`src/rtl/btn_pkg.sv`:
```
// Shared encodings for the push-button step debouncer: FSM states,
// repeat phases and a small constant helper.
package btn_pkg;

    typedef enum logic [1:0] {
        IDLE,
        PRESS_WAIT,
        HELD,
        RELEASE_WAIT
    } btn_state_t;

    typedef enum logic {
        DELAY,
        PERIOD
    } rep_phase_t;

    function automatic int max_int(input int a, input int b);
        return (a > b) ? a : b;
    endfunction

endpackage

```
`src/rtl/sync_2ff.sv`:
```
// Generic two-flop synchronizer for a single asynchronous bit, with a
// configurable value loaded on synchronous reset.
module sync_2ff #(
    parameter bit RESET_VALUE = 1'b0
) (
    input  logic clk,
    input  logic rst,
    input  logic d,
    output logic q
);

    logic meta;

    always_ff @(posedge clk) begin
        if (rst) begin
            meta <= RESET_VALUE;
            q    <= RESET_VALUE;
        end else begin
            meta <= d;
            q    <= meta;
        end
    end

endmodule

```
`src/rtl/button_step_debounce.sv`:
```
// Turns a raw bouncing push-button into a debounced level, press/release
// pulses and single-cycle step pulses with auto-repeat while held.
module button_step_debounce
    import btn_pkg::*;
#(
    parameter int DEBOUNCE_CYCLES = 500000,
    parameter int REPEAT_EN       = 1,
    parameter int REPEAT_DELAY    = 25000000,
    parameter int REPEAT_PERIOD   = 5000000,
    parameter int ACTIVE_LOW      = 0
) (
    input  logic clk,
    input  logic rst,
    input  logic btn_in,
    output logic btn_level,
    output logic press_pulse,
    output logic release_pulse,
    output logic step_pulse
);

    localparam int DW   = $clog2(DEBOUNCE_CYCLES + 1);
    localparam int RMAX = max_int(REPEAT_DELAY, REPEAT_PERIOD);
    localparam int RW   = $clog2(RMAX + 1);

    localparam logic [DW-1:0] D_LAST      = DW'(DEBOUNCE_CYCLES - 1);
    localparam logic [RW-1:0] DELAY_LAST  = RW'(REPEAT_DELAY - 1);
    localparam logic [RW-1:0] PERIOD_LAST = RW'(REPEAT_PERIOD - 1);
    localparam logic          POL         = (ACTIVE_LOW != 0);

    btn_state_t      state;
    rep_phase_t      rphase;
    logic [DW-1:0]   dcnt;
    logic [RW-1:0]   rcnt;
    logic [RW-1:0]   rep_last;
    logic            btn_pol;
    logic            btn_s;

    assign btn_pol  = btn_in ^ POL;
    assign rep_last = (rphase == DELAY) ? DELAY_LAST : PERIOD_LAST;

    sync_2ff #(
        .RESET_VALUE (1'b0)
    ) u_sync (
        .clk (clk),
        .rst (rst),
        .d   (btn_pol),
        .q   (btn_s)
    );

    // The repeat counter only advances in HELD, so a rejected release glitch
    // simply pauses the schedule rather than restarting it.
    always_ff @(posedge clk) begin
        if (rst) begin
            state         <= IDLE;
            rphase        <= DELAY;
            dcnt          <= '0;
            rcnt          <= '0;
            btn_level     <= 1'b0;
            press_pulse   <= 1'b0;
            release_pulse <= 1'b0;
            step_pulse    <= 1'b0;
        end else begin
            press_pulse   <= 1'b0;
            release_pulse <= 1'b0;
            step_pulse    <= 1'b0;
            case (state)
                IDLE: begin
                    if (btn_s) begin
                        state <= PRESS_WAIT;
                        dcnt  <= '0;
                    end
                end
                PRESS_WAIT: begin
                    if (!btn_s) begin
                        state <= IDLE;
                    end else if (dcnt == D_LAST) begin
                        state       <= HELD;
                        btn_level   <= 1'b1;
                        press_pulse <= 1'b1;
                        step_pulse  <= 1'b1;
                        rcnt        <= '0;
                        rphase      <= DELAY;
                    end else begin
                        dcnt <= dcnt + 1'b1;
                    end
                end
                HELD: begin
                    if (!btn_s) begin
                        state <= RELEASE_WAIT;
                        dcnt  <= '0;
                    end else if (REPEAT_EN != 0) begin
                        if (rcnt == rep_last) begin
                            step_pulse <= 1'b1;
                            rcnt       <= '0;
                            rphase     <= PERIOD;
                        end else begin
                            rcnt <= rcnt + 1'b1;
                        end
                    end
                end
                RELEASE_WAIT: begin
                    if (btn_s) begin
                        state <= HELD;
                    end else if (dcnt == D_LAST) begin
                        state         <= IDLE;
                        btn_level     <= 1'b0;
                        release_pulse <= 1'b1;
                    end else begin
                        dcnt <= dcnt + 1'b1;
                    end
                end
                default: state <= IDLE;
            endcase
        end
    end

endmodule

```
`config.mk`:
```
export PLATFORM = sky130hd
export DESIGN_NAME = button_step_debounce
export DESIGN_NICKNAME = d
export VERILOG_FILES = /design/src/rtl/btn_pkg.sv /design/src/rtl/sync_2ff.sv /design/src/rtl/button_step_debounce.sv
export SDC_FILE = /design/constraint.sdc
export NUM_CORES = 1
export LEC_CHECK = 0
export CAP_MARGIN = 25
export CORE_MARGIN = 5
export CORE_UTILIZATION = 31
export CTS_CLUSTER_DIAMETER = 120
export CTS_CLUSTER_SIZE = 24
export DETAILED_ROUTE_END_ITERATION = 10
export PLACE_DENSITY = 0.48
export SYNTH_ARGS = -nofsm -noshare
export SYNTH_HDL_FRONTEND = slang
export SYNTH_SLANG_ARGS = --single-unit
```
`constraint.sdc`:
```
create_clock -name clk -period 2.85 [get_ports clk]
set_input_delay 0.855 -clock clk [delete_from_list [all_inputs] [get_ports clk]]
set_output_delay 0.855 -clock clk [all_outputs]
set_load 0.01 [all_outputs]
```
* After elaboration in Yosys (flattened, before gate mapping)
Cells that the tools add are included. Widths: inputs -> output; s select.
Operators by class: add/subtract/negate cells 2, bitwise operators 2, multiplexer cells 33, equality and inequality tests 15, reduce and logical (&&, ||, !) cells 10
Operator list (count):
- $mux 25 | 5
- $mux 19 | 5
- $pmux 19 s4 | 1
- $pmux 25 s2 | 1
- $add 25x1->25 const B | 1
- $eq 25x25->1 | 1
- $add 19x1->19 const B | 1
- $eq 19x19->1 const B | 1
- $mux 2 | 6
- $reduce_and 4->1 | 3
- $mux 1 | 11
- $ne 2x2->1 const B | 5
- $reduce_and 5->1 | 2
- $pmux 2 s4 | 1
- $ne 2x1->1 const B | 3
- $pmux 1 s2 | 3
- $eq 2x2->1 const B | 2
- $reduce_bool 2->1 | 2
- $ne 3x2->1 const B | 1
- $ne 3x3->1 const B | 1
- $reduce_or 3->1 | 1
- $eq 2x1->1 const B | 1
- $logic_not 2->1 | 1
- $not 1->1 | 2
- $reduce_or 2->1 | 1
Storage, ports and cells: flip-flop bits (word level) 53

* Depth between registers and ports, before layout
word-level depth 5, depth in mapped cells 9, mapped depth without buffers 7

* Modules after synthesis
Synthesis repeated with hierarchy kept, for this count alone.
Unflattened totals: cell total of the unflattened synthesis 325, area total of the unflattened synthesis 2695.1 µm²
Modules (own cells, without submodules):
- button_step_debounce | instances 1, sequential area each 1021.0 µm², area an instance 2642.5 µm², cells each 321
- sync_2ff | instances 1, sequential area each 40.0 µm², area an instance 52.6 µm², cells each 4

* Least setup slack after synthesis
OpenSTA, ideal clock, no wires.
path type register to register, from reg state[0], to reg dcnt[17], stages on the path, launching flop included 8, arrival 2052 ps, setup time 71 ps, slack 727 ps, required time 2779 ps, path through dfxtp_1 -> inv_1 -> ha_1 -> nor3b_1 -> or2_2 -> o311ai_2 -> or4_1 -> a21oi_1
Between the ends: cells in the longest elaborated chain, start to end 3, elaborated cells between the ends (all ways) 10
RTL lines:
- start: declaration | RTL line button_step_debounce.sv:30 | btn_state_t state;
- start signal: assignment | RTL line button_step_debounce.sv:54 | state <= IDLE;
- start signal: assignment | RTL line button_step_debounce.sv:69 | state <= PRESS_WAIT;
- start signal: assignment | RTL line button_step_debounce.sv:75 | state <= IDLE;
- $eq 2x2->1, or another cell as far along | RTL line button_step_debounce.sv:66 | case (state)
- $ne 2x2->1 (no line) / $ne 2x1->1 (equally long branches)
- $reduce_and 4->1 (no line)
- end signal: assignment | RTL line button_step_debounce.sv:84 | dcnt <= dcnt + 1'b1;
- end signal: assignment | RTL line button_step_debounce.sv:109 | dcnt <= dcnt + 1'b1;
- end: declaration | RTL line button_step_debounce.sv:32 | logic [DW-1:0] dcnt;
Several ways; a longest one is shown, not always the timed one. A chain may end at the register's enable or synchronous reset.

* Final worst setup path
Ends and elaborated chain as after synthesis.

==> impl_metrics.ini <==
[timing]
fin_crit_ns = 2.49
max_freq_ghz = 0.401
fin_ws_ns = 0.358
maxSlewHeadroom = 0.599
fin_tns_setup_ns = 0
final_max_slew_viol_count = 0
fin_crit_sh = 0.874
whs_ns = 0.445
fin_skew_ns = 0.0125
timing.final.hold_violations = 0
worst_pin_slew_ns = 0.601
final-setup-viol-count = 0
rsz0062_at_grt = no

[global_route]
grt_use_met2 = 0.198
grt_pass1_wl_um = 12200
grt_usage = 0.130
gr-max-usage-layer = met2
grtUsageMet3 = 0.0282
grt_pass1_vias = 2508
grt_use_met1 = 0.186
grt_max_degree = 33
grt_overflow_total = 0
antenna_found_initial = 0

[routing]
drcViolationCount = 0
drt-initial-drc-count = 98
dr.pass1.iters = 4
ant_nets = 0
detail_route.wl_per_cell_um = 14.4
avgViaCountPerCell = 5.42
vias = 2556
wirelength_um = 6780

[yosys]
ys_types = 52
netlist_instances = 352
async_flop_share = 0
syn_area_per_cell_um2 = 8.09
yosysTopAreaCellShare = 0.372
netlist_area_um2 = 2850
seq_area_frac_synth = 0.372
synthesis.nets = 361
synth_flop_cell = dfxtp_1
yosys_register_bits = 53
yosys_warnings = 0
yosys.area.top_type = dfxtp_1
yosys-top-cells-area = dfxtp_1 37%, a21oi_1 6.0%, o21ai_0 5.1%
synth_enable_flop_cells = 0

[critical_path]
path_class = reg -> reg
rr_endpoint = dcnt[17]
reg2reg_from = state[0]
crit_path_end_kind = register
critical-path-top-delay-family = simple AND/OR/NAND/NOR gates
crit_chain = inv_1 -> ha_1 -> nor3b_1 -> or2_2 -> o311ai_2 -> or4_1 -> a21oi_1
cp.required_ns = 3.10
cp.arrival_ns = 2.74
rr_worst_depth = 7
crit_fanout = 9
slowest_delay_ns = 0.54
start_kind = register
regToRegSetupSlack_ns = 0.36
worst_path_max_delay_cell = or4_1
path_buf_inv = 1

[layout]
diodes = 0
nets = 369
multi_input_area_um2 = 1660
fill_cells = 990
syn_to_final_growth_pct = 10.8
regArea_um2 = 1060
layout-drive-gt1-share = 0.0776
post-route-cell-area_um2 = 3160

[floorplanning]
fp.dieH_um = 106
die_area_um2 = 11200
row_count = 35
initial_core_util = 0.313
die_w_um = 106
io_pins = 7
core-area_um2 = 9110

[place]
dpl-instance-area_um2 = 3070
dpl_worst_slack_ns = 0.397
port-buffer-count = 6
dp_hpwl_um = 4750
gp_congestion = 0.770

[worst_hold_path]
holdPathStages = 1
hold_path_end = u_sync.q
holdCritPathClass = reg -> reg
min-delay-start = u_sync.meta

[power]
pwr-share-comb = 0.144
max-vdd-ir-drop_mv = 0.202
p_int_uw = 993
seqPwrFrac = 0.545
leakagePower_uw = 0.000955
switchingPower_uw = 402
power_density_nw_per_um2 = 442
switching_share = 0.288
power_frac_clock = 0.311

[clocking]
insertion_delay_ns = 0.31
cts_tree = yes
clock-root-buffer = clkbuf_8
post_cts_buffers = 0
holdBufCountCts = 0
clkTransAtPathRegs_ns = 0.10
cts_buffers = 5
cts_resized = 0
cts.sinks = 53
cts_max_level = 2
clock_path_buffers = 2

[flow_run]
maxCapViolCount = 0

[outcome]
status = finished clean
==> metal layers <==
| metal | up-vias | wire length [um] | share of wire |
|---|---|---|---|
| li1 | 1341 | - | - |
| met2 | 30 | 3000 | 0.44 |
| met1 | 1179 | 3490 | 0.51 |
| met5 | - | 0 | 0 |
| met3 | 6 | 231 | 0.034 |
| met4 | 0 | 61 | 0.0090 |
==> metrics by stage <==
| step | power [uW] | instances | util |
|---|---|---|---|
| 2_1_floorplan | 916 | 352 | - |
| 3_3_place_gp | 978 | 464 | 0.337 |
| 3_5_place_dp | 979 | 464 | 0.337 |
| 4_1_cts | 1420 | 472 | 0.347 |
| 5_1_grt | 1470 | 472 | 0.347 |
| 6_report | 1400 | 472 | 0.347 |
==> cells in the mapped netlist, drive strengths merged, types with 2 or more instances <==
master,n
nand4,14
nand3b,2
xor2,3
clkbuf,11
or4,15
and3,9
nor4b,2
nor2,20
o2111a,2
a22oi,2
nor4,4
nand2,16
dfxtp,53
xnor2,5
nor2b,4
o2111ai,2
o311ai,2
nand2b,2
mux2i,3
nand3,19
inv,15
nand4b,2
and2,3
o31ai,13
a21oi,34
o21ai,30
ha,6
or2,3
buf,7
nor3,11
or3,20
o31a,2
o21a,2
==> power by group through the flow <==
stage                     clock network [uW]  registers [uW]  logic, uW
final                                    433             761        202
after global routing                     482             764        225
after CTS                                455             761        202
after detailed placement                   0             778        201
after global placement                     0             777        201
after floorplan                            0             774        142
==> worst max-delay path by stage <==
| stage | startpoint | endpoint | depth (start not counted) |
|---|---|---|---|
| detailed placement | state[0] | dcnt[17] | 7 |
| CTS | state[0] | dcnt[17] | 7 |
| global route | state[0] | dcnt[17] | 7 |
| finish | state[0] | dcnt[17] | 7 |
| global placement | state[0] | dcnt[17] | 7 |
| floorplan | state[0] | dcnt[17] | 7 |
==> cell type report <==
| type | instances | area share |
|---|---|---|
| inverters | 15 | 0.0178 |
| well taps | 111 | 0.0440 |
| clock buffers | 6 | 0.0230 |
| repair buffers | 19 | 0.0499 |
| clock inverters | 2 | 0.00475 |
| multi-input cells | 266 | 0.525 |
| flip-flops and latches | 53 | 0.336 |
==> cell usage in the layout (no fill, tap or decap), types with 13 or more instances in the layout <==
| cell type | netlist | routed |
|---|---|---|
| a21oi_1 | 34 | 34 |
| buf_4 | 0 | 13 |
| dfxtp_1 | 53 | 53 |
| inv_1 | 15 | 15 |
| nand2_1 | 16 | 16 |
| nand3_1 | 19 | 19 |
| nand4_1 | 14 | 14 |
| nor2_1 | 20 | 20 |
| o21ai_0 | 29 | 29 |
| o31ai_1 | 13 | 13 |
| or3_1 | 20 | 20 |
| or4_1 | 14 | 14 |
==> logic make-up after synthesis <==
kind of cell / after synthesis / synth area share
simple gates: 151 / 0.305
compound gates: 98 / 0.215
xor+xnor: 8 / 0.0246
mux: 3 / 0.0105
flops: 53 / 0.372
fa+ha+maj: 6 / 0.0263
buf+inv: 33 / 0.0461
==> sequential cells by signal, summed over array words and instances (netlist names), named ones only <==
| signal | count |
|---|---|
| dcnt | 19 |
| rphase | 1 |
| release_pulse | 1 |
| u_sync.meta | 1 |
| state | 1 |
| u_sync.q | 1 |
| btn_level | 1 |
| rcnt | 25 |
| step_pulse | 1 |
| press_pulse | 1 |
Note: power is estimated with default switching activity, not from simulation.
